## config.mk

```make
export PLATFORM = sky130hd
export DESIGN_NAME = zero_run_event_monitor
export DESIGN_NICKNAME = d
export VERILOG_FILES = /design/src/rtl/zero_run_mon_pkg.sv /design/src/rtl/rise_edge_det.sv /design/src/rtl/zero_run_event_monitor.sv
export SDC_FILE = /design/constraint.sdc
export NUM_CORES = 1
export LEC_CHECK = 0
export ABC_AREA = 1
export BUFFER_PORTS_ARGS = -buffer_cell sky130_fd_sc_hd__buf_4
export CAP_MARGIN = 20
export CORE_MARGIN = 2
export CORE_UTILIZATION = 25
export DETAILED_ROUTE_END_ITERATION = 12
export SYNTH_ARGS = -nofsm -noshare
export SYNTH_HDL_FRONTEND = slang
export SYNTH_SLANG_ARGS = --single-unit
export TNS_END_PERCENT = 30
```

## constraint.sdc

```tcl
create_clock -name CLK -period 2.25 [get_ports CLK]
set_input_delay 0.5625 -clock CLK [delete_from_list [all_inputs] [get_ports CLK]]
set_output_delay 0.5625 -clock CLK [all_outputs]
set_load 0.01 [all_outputs]
```

## src/rtl/zero_run_mon_pkg.sv

```systemverilog
// rtl/zero_run_mon_pkg.sv - shared types and defaults for the zero-run event monitor
package zero_run_mon_pkg;

  typedef enum logic [1:0] {
    IDLE  = 2'b00,
    RUN   = 2'b01,
    ALERT = 2'b10
  } mon_state_t;

  localparam int MON_W_DEF   = 8;
  localparam int MON_TSW_DEF = 16;

endpackage

```

## src/rtl/rise_edge_det.sv

```systemverilog
// rtl/rise_edge_det.sv - one-cycle pulse on each low-to-high transition of d
module rise_edge_det (
  input  logic clk,
  input  logic clr,
  input  logic d,
  output logic rise
);

  logic q;

  always_ff @(posedge clk) begin
    if (clr) q <= 1'b0;
    else     q <= d;
  end

  assign rise = d & ~q;

endmodule

```

## src/rtl/zero_run_event_monitor.sv

```systemverilog
// rtl/zero_run_event_monitor.sv - counts detector flag rising edges, threshold IRQ; TIMESTAMP_EN adds LAST_TS
module zero_run_event_monitor
  import zero_run_mon_pkg::*;
#(
  parameter int W = MON_W_DEF
`ifdef TIMESTAMP_EN
  , parameter int TSW = MON_TSW_DEF
`endif
) (
  input  logic         CLK,
  input  logic         CLR,
  input  logic         Y_IN,
  input  logic         EN,
  input  logic         CNT_CLR,
  input  logic [W-1:0] THRESH,
  input  logic         IRQ_ACK,
  output logic [W-1:0] CNT,
  output logic         OVF,
  output logic         IRQ
`ifdef TIMESTAMP_EN
  , output logic [TSW-1:0] LAST_TS
`endif
);

  logic       rise;
  logic       evt;
  logic       sat;
  logic       hit;
  mon_state_t state;
  mon_state_t state_nxt;

  rise_edge_det u_y_edge (
    .clk  (CLK),
    .clr  (CLR),
    .d    (Y_IN),
    .rise (rise)
  );

  assign evt = rise & EN;
  assign sat = &CNT;
  // Compare one bit wider so a saturated count never aliases to a small threshold.
  assign hit = evt & (THRESH != '0) & ~CNT_CLR &
               (({1'b0, CNT} + (W+1)'(1)) == {1'b0, THRESH});

  always_ff @(posedge CLK) begin
    if (CLR || CNT_CLR) begin
      CNT <= '0;
      OVF <= 1'b0;
    end else if (evt) begin
      if (sat) OVF <= 1'b1;
      else     CNT <= CNT + W'(1);
    end
  end

  always_comb begin
    state_nxt = state;
    case (state)
      IDLE:    if (EN) state_nxt = RUN;
      RUN: begin
        if (hit)      state_nxt = ALERT;
        else if (!EN) state_nxt = IDLE;
      end
      // A fresh hit outranks a simultaneous acknowledge.
      ALERT:   if (IRQ_ACK && !hit) state_nxt = EN ? RUN : IDLE;
      default: state_nxt = IDLE;
    endcase
  end

  always_ff @(posedge CLK) begin
    if (CLR) state <= IDLE;
    else     state <= state_nxt;
  end

  assign IRQ = (state == ALERT);

`ifdef TIMESTAMP_EN
  logic [TSW-1:0] ts;

  // LAST_TS takes the value ts reaches at the same edge, i.e. edges since CLR.
  always_ff @(posedge CLK) begin
    if (CLR) begin
      ts      <= '0;
      LAST_TS <= '0;
    end else begin
      ts <= ts + TSW'(1);
      if (evt) LAST_TS <= ts + TSW'(1);
    end
  end
`endif

endmodule

```

==> impl_metrics.env, run 1 <==
export IMPL_status="complete, no violations"
export IMPL_arrival_ns=2.06
export IMPL_gp_congestion=0.7860
export IMPL_period_minus_slack_ns=1.883
export IMPL_p_clk_share_pct=43.8
export IMPL_fin_setup_tns_ns=0
export IMPL_dieArea_sq_mm=0.004276
export IMPL_drive_gt1_share_pct=20.21
export IMPL_multi_input_area_sq_um=580.6
export IMPL_clockBufferDepth=2
export IMPL_clkSlewWorstSetupHoldPaths_ns=0.06
export IMPL_via_per_inst=4.328
export IMPL_area_growth_pct=30.81
export IMPL_max_slew_margin_rel_pct=48.25
export IMPL_synth_fp_nets=181
export IMPL_hold_class="reg2reg"
export IMPL_grt_pass1_vias=945
export IMPL_critPathKind="reg2reg"
export IMPL_drc_errors=0
export IMPL_die_h_microns=65.39
export IMPL_ys_seq_area_share_pct=25.50
export IMPL_synth_top_area_share_pct=25.50
export IMPL_start_kind="flop"
export IMPL_yosys_area_share_xor_xnor_pct=0
export IMPL_p_comb_share_pct=15.3
export IMPL_yosys_area_share_simple_pct=49.27
export IMPL_cp_max_fo=13
export IMPL_peakVddDrop_mv=0.2510
export IMPL_tightest_slew_ns=0.7734
export IMPL_synth_top_family_by_area="simple AND/OR/NAND/NOR gates"
export IMPL_grt_start_max_net_pins=14
export IMPL_wirelength_microns=2339
export IMPL_post_cts_buffers=0
export IMPL_nFillCells=426
export IMPL_hold_viol=0
export IMPL_core_sq_mm=0.003633
export IMPL_fin_skew_ns=0.004190
export IMPL_p_leak_nw=0.6063
export IMPL_synthFlopType="dfxtp_1"
export IMPL_htree_levels=1
export IMPL_overflow=0
export IMPL_port_buffers=23
export IMPL_cp_required_ns=2.42
export IMPL_cts_tree="done"
export IMPL_first_pass_iters=4
export IMPL_timing_final_crit_share_pct=83.70
export IMPL_diodes=0
export IMPL_netlist_top_cells_area="dfxtp_1 25%, nand2_1 17%, inv_1 12%, nand3_1 12%, nor2_1 9.6%"
export IMPL_p_int_uw=411.6
export IMPL_ctsResizeCount=0
export IMPL_numCtsBuffers=3
export IMPL_fmax_mhz=531.0
export IMPL_p_sw_uw=140.0
export IMPL_grt_pass1_wl_microns=3995
export IMPL_grt_use_total_pct=11.95
export IMPL_synth_compound_area_share_pct=11.02
export IMPL_post_dp_cell_area_sq_mm=0.001177
export IMPL_critPathCaptureType="flop"
export IMPL_rows=22
export IMPL_pwr_share_seq_pct=40.9
export IMPL_rsz0062_at_grt="no"
export IMPL_ys_seq_elements=12
export IMPL_p_per_area_mw_per_mm2=447.6
export IMPL_synth_edf_count=0
export IMPL_wl_per_cell_microns=9.705
export IMPL_setup_violations=0
export IMPL_slew_viol_final=0
export IMPL_initial_core_util_pct=25.93
export IMPL_yosysWarningCount=0
export IMPL_drt_iter0_drc=23
export IMPL_synthMuxAreaShare_pct=0
export IMPL_antenna_found_initial=0
export IMPL_cts_root_buf="clkbuf_8"
export IMPL_synth_most_common_cell="nand2_1"
export IMPL_clock_sinks=12
export IMPL_insertion_delay_ns=0.24
export IMPL_io_pins=24
export IMPL_regArea_sq_um=240.2
export IMPL_ant_nets=0
export IMPL_synthTopCellsByCount="43 x nand2_1, 31 x inv_1, 24 x nor2_1"
export IMPL_netlist_area_sq_um=942.2
export IMPL_fin_util_pct=33.92
export IMPL_dp_hpwl_microns=1892
export IMPL_ys_async_sr_fraction_pct=0
export IMPL_synth_fa_ha_area_share_pct=1.328
export IMPL_vias=1043
export IMPL_nets=209
export IMPL_synth_area_leader_cell="dfxtp_1"
export IMPL_syn_inst=166
export IMPL_p_sw_share_pct=25.38
export IMPL_avgSynthCellArea_sq_um=5.676
export IMPL_ys_types=16
export IMPL_die_x_microns=65.39
export IMPL_stdcell_area_sq_mm=0.001232
export IMPL_cap_violations=0
export IMPL_ctsHoldBuffers=0
[power groups by stage]
stage	Combinational (mW)	Sequential, mW	Clock, mW
floorplan	0.0438	0.231	0
global route	0.0959	0.227	0.256
global placement	0.0846	0.231	0
finish	0.0844	0.226	0.242
detailed placement	0.0853	0.230	0
CTS	0.0858	0.226	0.247
[layout make-up]
cell class	count	area share [%]
repair buffers	24	14.62
well taps	48	4.873
inverters	31	9.442
multi-input cells	122	47.11
flip-flops and latches	12	19.49
clock buffers	4	4.467
[per-layer routing]
metal | track usage, % | part of all wire [%] | wire (microns) | up-vias
li1 | - | - | - | 577
met2 | 20.28 | 45 | 1047 | 13
met1 | 14.97 | 50 | 1175 | 449
met3 | 2.055 | 3.8 | 90 | 4
met4 | 4.688 | 1.1 | 26 | 0
met5 | 0 | 0 | 0 | -
[cells by family (layout without fill, tap and decap cells)]
logic type      count (synthesis)  count (layout)
compound gates                 19              19
fa+ha+maj                       1               1
buf+inv                        32              59
flops                          12              12
simple gates                  102             102
[cells in the final DEF (no fill, tap or decap)]
cell type	instances
a21oi_1	6
a21oi_2	1
a31oi_1	4
buf_4	24
clkbuf_8	4
dfxtp_1	12
ha_1	1
inv_1	31
nand2_1	43
nand2_2	5
nand3_1	23
nand3_2	2
nand3b_1	1
nor2_1	24
nor2_4	3
nor3_1	1
o21ai_0	8
[registers in the layout, summed over array words and instances, names as in the netlist]
register,flops
CNT,8
state,2
OVF,1
u_y_edge.q,1
[worst max-delay path, cell delays in order (launching register included)]
cell and delay (ns):
dfxtp_1 0.38, ha_1 0.26, nand3_1 0.13, nor2_1 0.11
nor2_1 0.60, o21ai_0 0.17, a31oi_1 0.16
[final timing paths]
check	startpoint	to	slack, ns	cells after the start
min	OVF$_SDFFE_PP0P_	OVF$_SDFFE_PP0P_	0.46	2
max reg2reg	CNT[0]$_SDFFE_PP0P_	CNT[3]$_SDFFE_PP0P_	0.37	6
min reg2reg	OVF$_SDFFE_PP0P_	OVF$_SDFFE_PP0P_	0.46	2
max	CNT[0]$_SDFFE_PP0P_	CNT[3]$_SDFFE_PP0P_	0.37	6
[through the flow]
step / setup WS [ns] / power [mW] / std cells / hold WS (ns)
global placement: 0.3903 / 0.3152 / 237 / 0.4510
CTS: 0.3390 / 0.5590 / 241 / 0.4633
floorplan: 0.5863 / 0.2745 / 166 / 0.4707
detailed placement: 0.3159 / 0.3158 / 237 / 0.4542
finish: 0.3668 / 0.5517 / 241 / 0.4551
global route: 0.1508 / 0.5790 / 241 / 0.4887
Power figures use the tool's default switching activity.
==> run 2, diff against run 1 <==
==> constraint.sdc (replaced) <==
create_clock -name CLK -period 1.5 [get_ports CLK]
set_input_delay 0.375 -clock CLK [delete_from_list [all_inputs] [get_ports CLK]]
set_output_delay 0.375 -clock CLK [all_outputs]
set_load 0.01 [all_outputs]
==> impl_metrics.env, run 2 (synthesis gave the netlist of run 1 again) <==
export IMPL_vias=1181
export IMPL_setup_slack_ns=-0.1061
export IMPL_die_h_microns=65.39
export IMPL_fmax_mhz=622.6
export IMPL_port_buffers=23
export IMPL_instances_no_fill=267
export IMPL_dp_hpwl_microns=2009
export IMPL_antenna_found_initial=0
export IMPL_diodes=0
export IMPL_fin_skew_ns=0.007329
export IMPL_grt_pass1_wl_microns=4326
export IMPL_peakVddDrop_mv=0.2604
export IMPL_cts_root_buf="clkbuf_8"
export IMPL_slowest_delay_ns=0.37
export IMPL_violations="negative setup slack"
export IMPL_crit_chain="buf_6, nand2_4, nor2_4, nand3_2, nand3_2, nand2_2, nor2_2, nand3_2, nand2_2, nand2_2, nand2_2, a21oi_2"
export IMPL_hold_depth=2
export IMPL_timing_final_crit_share_pct=107.1
export IMPL_stdcell_area_sq_mm=0.001551
export IMPL_numCtsBuffers=3
export IMPL_core_sq_mm=0.003633
export IMPL_layout_common_cells="48 x buf_4, 31 x nand2_1, 30 x inv_1, 18 x nor2_1, 15 x nand2_2"
export IMPL_cap_violations=0
export IMPL_largest_register="CNT"
export IMPL_nets=235
export IMPL_r2r_start="CNT[1]$_SDFFE_PP0P_"
export IMPL_area_growth_pct=64.67
export IMPL_power_uw=819.0
export IMPL_max_slew_margin_rel_pct=66.99
export IMPL_top_regs="CNT: 8 flops, state: 2 flops"
export IMPL_ctsHoldBuffers=0
export IMPL_hold_end="state[1]$_SDFFE_PP0P_"
export IMPL_hold_viol=0
export IMPL_clockBufferDepth=2
export IMPL_slowest_stage="dfxtp_4"
export IMPL_largest_reg_flops=8
export IMPL_clock_sinks=12
export IMPL_io_pins=24
export IMPL_dp_cells=261
export IMPL_status="finished with violations"
export IMPL_gp_congestion=0.7684
export IMPL_crit_top_cell="nand2_2"
export IMPL_wl_per_cell_microns=9.914
export IMPL_layout_commonest_cell="buf_4"
export IMPL_drive_gt1_share_pct=44.75
export IMPL_reg2reg_to="state[0]$_SDFFE_PP0P_"
export IMPL_drt_iter0_drc=41
export IMPL_drc_errors=0
export IMPL_overflow=0
export IMPL_arrival_ns=1.74
export IMPL_post_dp_cell_area_sq_mm=0.001378
export IMPL_grt_pass1_vias=1060
export IMPL_clkSlewWorstSetupHoldPaths_ns=0.06
export IMPL_rows=22
export IMPL_cp_max_fo=8
export IMPL_first_pass_iters=4
export IMPL_p_leak_nw=0.7706
export IMPL_grt_start_max_net_pins=14
export IMPL_initial_core_util_pct=25.93
export IMPL_critPathKind="reg2reg"
export IMPL_setup_violations=2
export IMPL_die_x_microns=65.39
export IMPL_dieArea_sq_mm=0.004276
export IMPL_ant_nets=0
export IMPL_wirelength_microns=2647
export IMPL_grt_use_total_pct=12.72
export IMPL_start_kind="flop"
export IMPL_fin_setup_tns_ns=-0.1785
export IMPL_ff2ff_setup_slack_ns=-0.11
export IMPL_critPathLaunch="CNT[1]$_SDFFE_PP0P_"
export IMPL_hold_path_startpoint="CLR"
export IMPL_p_per_area_mw_per_mm2=527.9
export IMPL_critPathCaptureType="flop"
export IMPL_period_minus_slack_ns=1.606
export IMPL_tightest_slew_ns=0.4946
export IMPL_htree_levels=1
export IMPL_via_per_inst=4.423
export IMPL_rsz0062_at_grt="yes"
export IMPL_slew_viol_final=0
export IMPL_hold_class="in2reg"
export IMPL_cts_tree="done"
export IMPL_cp_required_ns=1.63
export IMPL_rr_worst_depth=12
export IMPL_insertion_delay_ns=0.25
## run 2: cell count changes in the layout (fill, tap and decap cells not counted), moves of 2 or more
cell | previous run | this run
nand3_2 | 2 | 11
buf_4 | 24 | 48
nand2_2 | 5 | 15
nand2_1 | 43 | 31
buf_6 | 0 | 2
nor2_1 | 24 | 18
dfxtp_1 | 12 | 8
dfxtp_4 | 0 | 2
nand3_1 | 23 | 14
nor2_2 | 0 | 6
nand2_4 | 0 | 2
dfxtp_2 | 0 | 2
## run 2: worst max-delay path: cells and delay by family, from the launching register on
| kind | cells | cell delay [ns] |
|---|---|---|
| AO/OA/AOI/OAI | 1 | 0.05 |
| buffers and inverters | 1 | 0.10 |
| flip-flops | 1 | 0.37 |
| AND/OR/NAND/NOR | 10 | 0.99 |
## run 2: cell type report
class	count	area [sq um]
multi-input cells	122	696.9
well taps	48	60.06
inverters	31	116.4
flip-flops and latches	12	250.2
clock buffers	4	45.04
repair buffers	50	382.9
fillers	396	2082
## run 2: layer usage
layer / GRT usage (%) / vias to the layer above / wire length, microns
met4: 3.125 / 0 / 25
met1: 16.49 / 531 / 1306
met5: 0 / - / 0
met2: 21.81 / 18 / 1207
met3: 2.226 / 4 / 107
li1: - / 628 / -
## run 2: how the worst max path moves through the flow
stage | endpoint | slack [ns]
2_1_floorplan | state[0]$_SDFFE_PP0P_ | 0.01
3_3_place_gp | CNT[5]$_SDFFE_PP0P_ | -0.14
3_5_place_dp | CNT[4]$_SDFFE_PP0P_ | -0.21
4_1_cts | state[0]$_SDFFE_PP0P_ | -0.13
5_1_grt | state[0]$_SDFFE_PP0P_ | -0.21
6_report | state[0]$_SDFFE_PP0P_ | -0.11
## run 2: where the power goes
part	internal, mW	switching, mW	total, mW	leakage [nW]
clock	0.188	0.128	0.315	0.0228
sequential	0.326	0.00956	0.335	0.100
combinational	0.0816	0.0865	0.168	0.648
## run 2: what timing repair did
action                                  in CTS  in global routing
buffers inserted                             0                  2
pin swaps                                    0                 20
endpoints found under the setup margin       9                  9
hold endpoints to repair                     0                  0
gates resized for setup                      2                 33
## run 2: per-stage QoR
stage               hold slack [ns]  util (%)  setup WS [ns]
finish                       0.3237     42.70        -0.1061
floorplan                    0.4374         -       0.009924
global placement             0.4445     37.91        -0.1438
CTS                          0.3201     39.29        -0.1279
global route                 0.3268     42.70        -0.2122
detailed placement           0.4408     37.91        -0.2080
==> run 3, diff against run 2 <==
--- a/config.mk
+++ b/config.mk
@@ -11,6 +11,9 @@
 export CORE_MARGIN = 2
 export CORE_UTILIZATION = 25
 export DETAILED_ROUTE_END_ITERATION = 12
+export MAX_ROUTING_LAYER = met4
+export PLACE_DENSITY = 0.53
+export RECOVER_POWER = 100
 export SYNTH_ARGS = -nofsm -noshare
 export SYNTH_HDL_FRONTEND = slang
 export SYNTH_SLANG_ARGS = --single-unit
==> impl_metrics.env, run 3 (synthesis gave the netlist of run 1 again) <==
export IMPL_setup_violations=2
export IMPL_vias=1174
export IMPL_nets=237
export IMPL_dieArea_sq_mm=0.004276
export IMPL_post_dp_cell_area_sq_mm=0.001393
export IMPL_hold_path_startpoint="CLR"
export IMPL_grt_pass1_vias=1015
export IMPL_wl_per_cell_microns=9.743
export IMPL_cp_required_ns=1.68
export IMPL_antenna_found_initial=0
export IMPL_violations="negative setup slack"
export IMPL_layout_commonest_cell="buf_4"
export IMPL_clkSlewWorstSetupHoldPaths_ns=0.06
export IMPL_hold_end="state[1]$_SDFFE_PP0P_"
export IMPL_critPathKind="reg2reg"
export IMPL_port_buffers=23
export IMPL_grt_use_met1_pct=17.40
export IMPL_via_per_inst=4.364
export IMPL_r2r_start="CNT[0]$_SDFFE_PP0P_"
export IMPL_grt_pass1_wl_microns=4360
export IMPL_critPathCaptureType="flop"
export IMPL_clock_sinks=12
export IMPL_top_regs="CNT: 8 flops, state: 2 flops"
export IMPL_start_kind="flop"
export IMPL_drive_gt1_share_pct=38.01
export IMPL_layout_common_cells="45 x buf_4, 39 x nand2_1, 30 x inv_1, 19 x nor2_1, 16 x nand3_1"
export IMPL_worst_hold_slack_ns=0.3106
export IMPL_gp_congestion=0.7291
export IMPL_cts_root_buf="clkbuf_8"
export IMPL_cp_max_fo=8
export IMPL_numCtsBuffers=3
export IMPL_wirelength_microns=2621
export IMPL_fin_skew_ns=0.003660
export IMPL_slew_viol_final=0
export IMPL_drc_errors=0
export IMPL_io_pins=24
export IMPL_fmax_mhz=623.0
export IMPL_overflow=0
export IMPL_p_leak_nw=0.7506
export IMPL_largest_register="CNT"
export IMPL_status="finished with violations"
export IMPL_die_x_microns=65.39
export IMPL_grt_start_max_net_pins=14
export IMPL_rsz0062_at_grt="yes"
export IMPL_nFillCells=434
export IMPL_hold_viol=0
export IMPL_grtUsageMet2_pct=21.05
export IMPL_rr_worst_depth=13
export IMPL_max_slew_margin_rel_pct=79.96
export IMPL_ff2ff_setup_slack_ns=-0.11
export IMPL_tightest_slew_ns=0.3000
export IMPL_first_pass_iters=4
export IMPL_setup_slack_ns=-0.1052
export IMPL_clockBufferDepth=2
export IMPL_ant_nets=0
export IMPL_hold_depth=2
export IMPL_core_sq_mm=0.003633
export IMPL_diodes=0
export IMPL_initial_core_util_pct=25.93
export IMPL_timing_final_crit_share_pct=107.0
export IMPL_cap_violations=0
export IMPL_grt_use_met3_pct=2.226
export IMPL_busiest_layer="met2"
export IMPL_dp_slack_ns=-0.2373
export IMPL_die_h_microns=65.39
export IMPL_multi_input_area_sq_um=660.6
export IMPL_p_per_area_mw_per_mm2=538.9
export IMPL_rows=22
export IMPL_hold_class="in2reg"
export IMPL_stdcell_area_sq_mm=0.001530
export IMPL_regArea_sq_um=245.2
export IMPL_peakVddDrop_mv=0.2755
export IMPL_cts_tree="done"
export IMPL_reg2reg_to="state[0]$_SDFFE_PP0P_"
export IMPL_area_growth_pct=62.42
export IMPL_arrival_ns=1.78
export IMPL_insertion_delay_ns=0.25
export IMPL_period_minus_slack_ns=1.605
export IMPL_dp_hpwl_microns=2124
export IMPL_drt_iter0_drc=43
export IMPL_largest_reg_flops=8
export IMPL_htree_levels=1
export IMPL_grt_use_total_pct=13.60
## run 3: area by class of cell
cell class | count | area share [%]
sequential | 12 | 16.03
multi-input combinational | 122 | 43.17
inverter | 31 | 7.604
tap | 48 | 3.925
clock buffer | 4 | 2.944
timing repair buffer | 52 | 26.33
## run 3: how the worst max path moves through the flow
stage	start	to	slack (ns)	cells past startpoint
after floorplan	CNT[2]$_SDFFE_PP0P_	state[0]$_SDFFE_PP0P_	0.01	11
after global routing	CNT[0]$_SDFFE_PP0P_	state[1]$_SDFFE_PP0P_	-0.25	11
final	CNT[0]$_SDFFE_PP0P_	state[0]$_SDFFE_PP0P_	-0.11	13
after global placement	Y_IN	CNT[5]$_SDFFE_PP0P_	-0.19	7
after CTS	CNT[0]$_SDFFE_PP0P_	state[0]$_SDFFE_PP0P_	-0.13	13
after detailed placement	EN	CNT[4]$_SDFFE_PP0P_	-0.24	7
## run 3: timing repair
item | 4_1_cts | 5_1_grt
setup buffers | 0 | 2
hold buffers | 0 | 0
resized for setup | 3 | 17
setup endpoints to repair | 9 | 9
gates cloned | 0 | 0
hold endpoints to repair | 0 | 0
pin swaps | 0 | 15
## run 3: routing by layer
metal | routed length, microns | part of all wire [%]
met3 | 124 | 4.7
met5 | 0 | 0
met2 | 1185 | 45
met1 | 1261 | 48
met4 | 48 | 1.8
## run 3: where the power goes
part / switching (mW) / internal (mW)
registers: 0.00786 / 0.327
logic: 0.0845 / 0.0843
clock network: 0.133 / 0.188
total: 0.225 / 0.599
## run 3: worst max-delay path, stage by stage (launching register included)
cell and delay [ns]:
dfxtp_4 0.36, buf_6 0.12, nand2_4 0.05, nor2_4 0.23, nand2_1 0.11, nand2_1 0.10
nand3_2 0.09, nand2_2 0.08, nor2_2 0.05, nand3_2 0.08, nand2_2 0.05, nand2_2 0.07
nand2_1 0.05, a21oi_1 0.11
## run 3: through the flow
step,utilization (%),power [mW],setup TNS (ns),std cells
finish,42.11,0.8246,-0.2016,269
global route,42.11,0.8742,-0.4981,269
CTS,39.91,0.8229,-0.2296,267
detailed placement,38.33,0.4978,-1.612,263
global placement,38.33,0.4976,-1.390,263
floorplan,-,0.4124,0,166
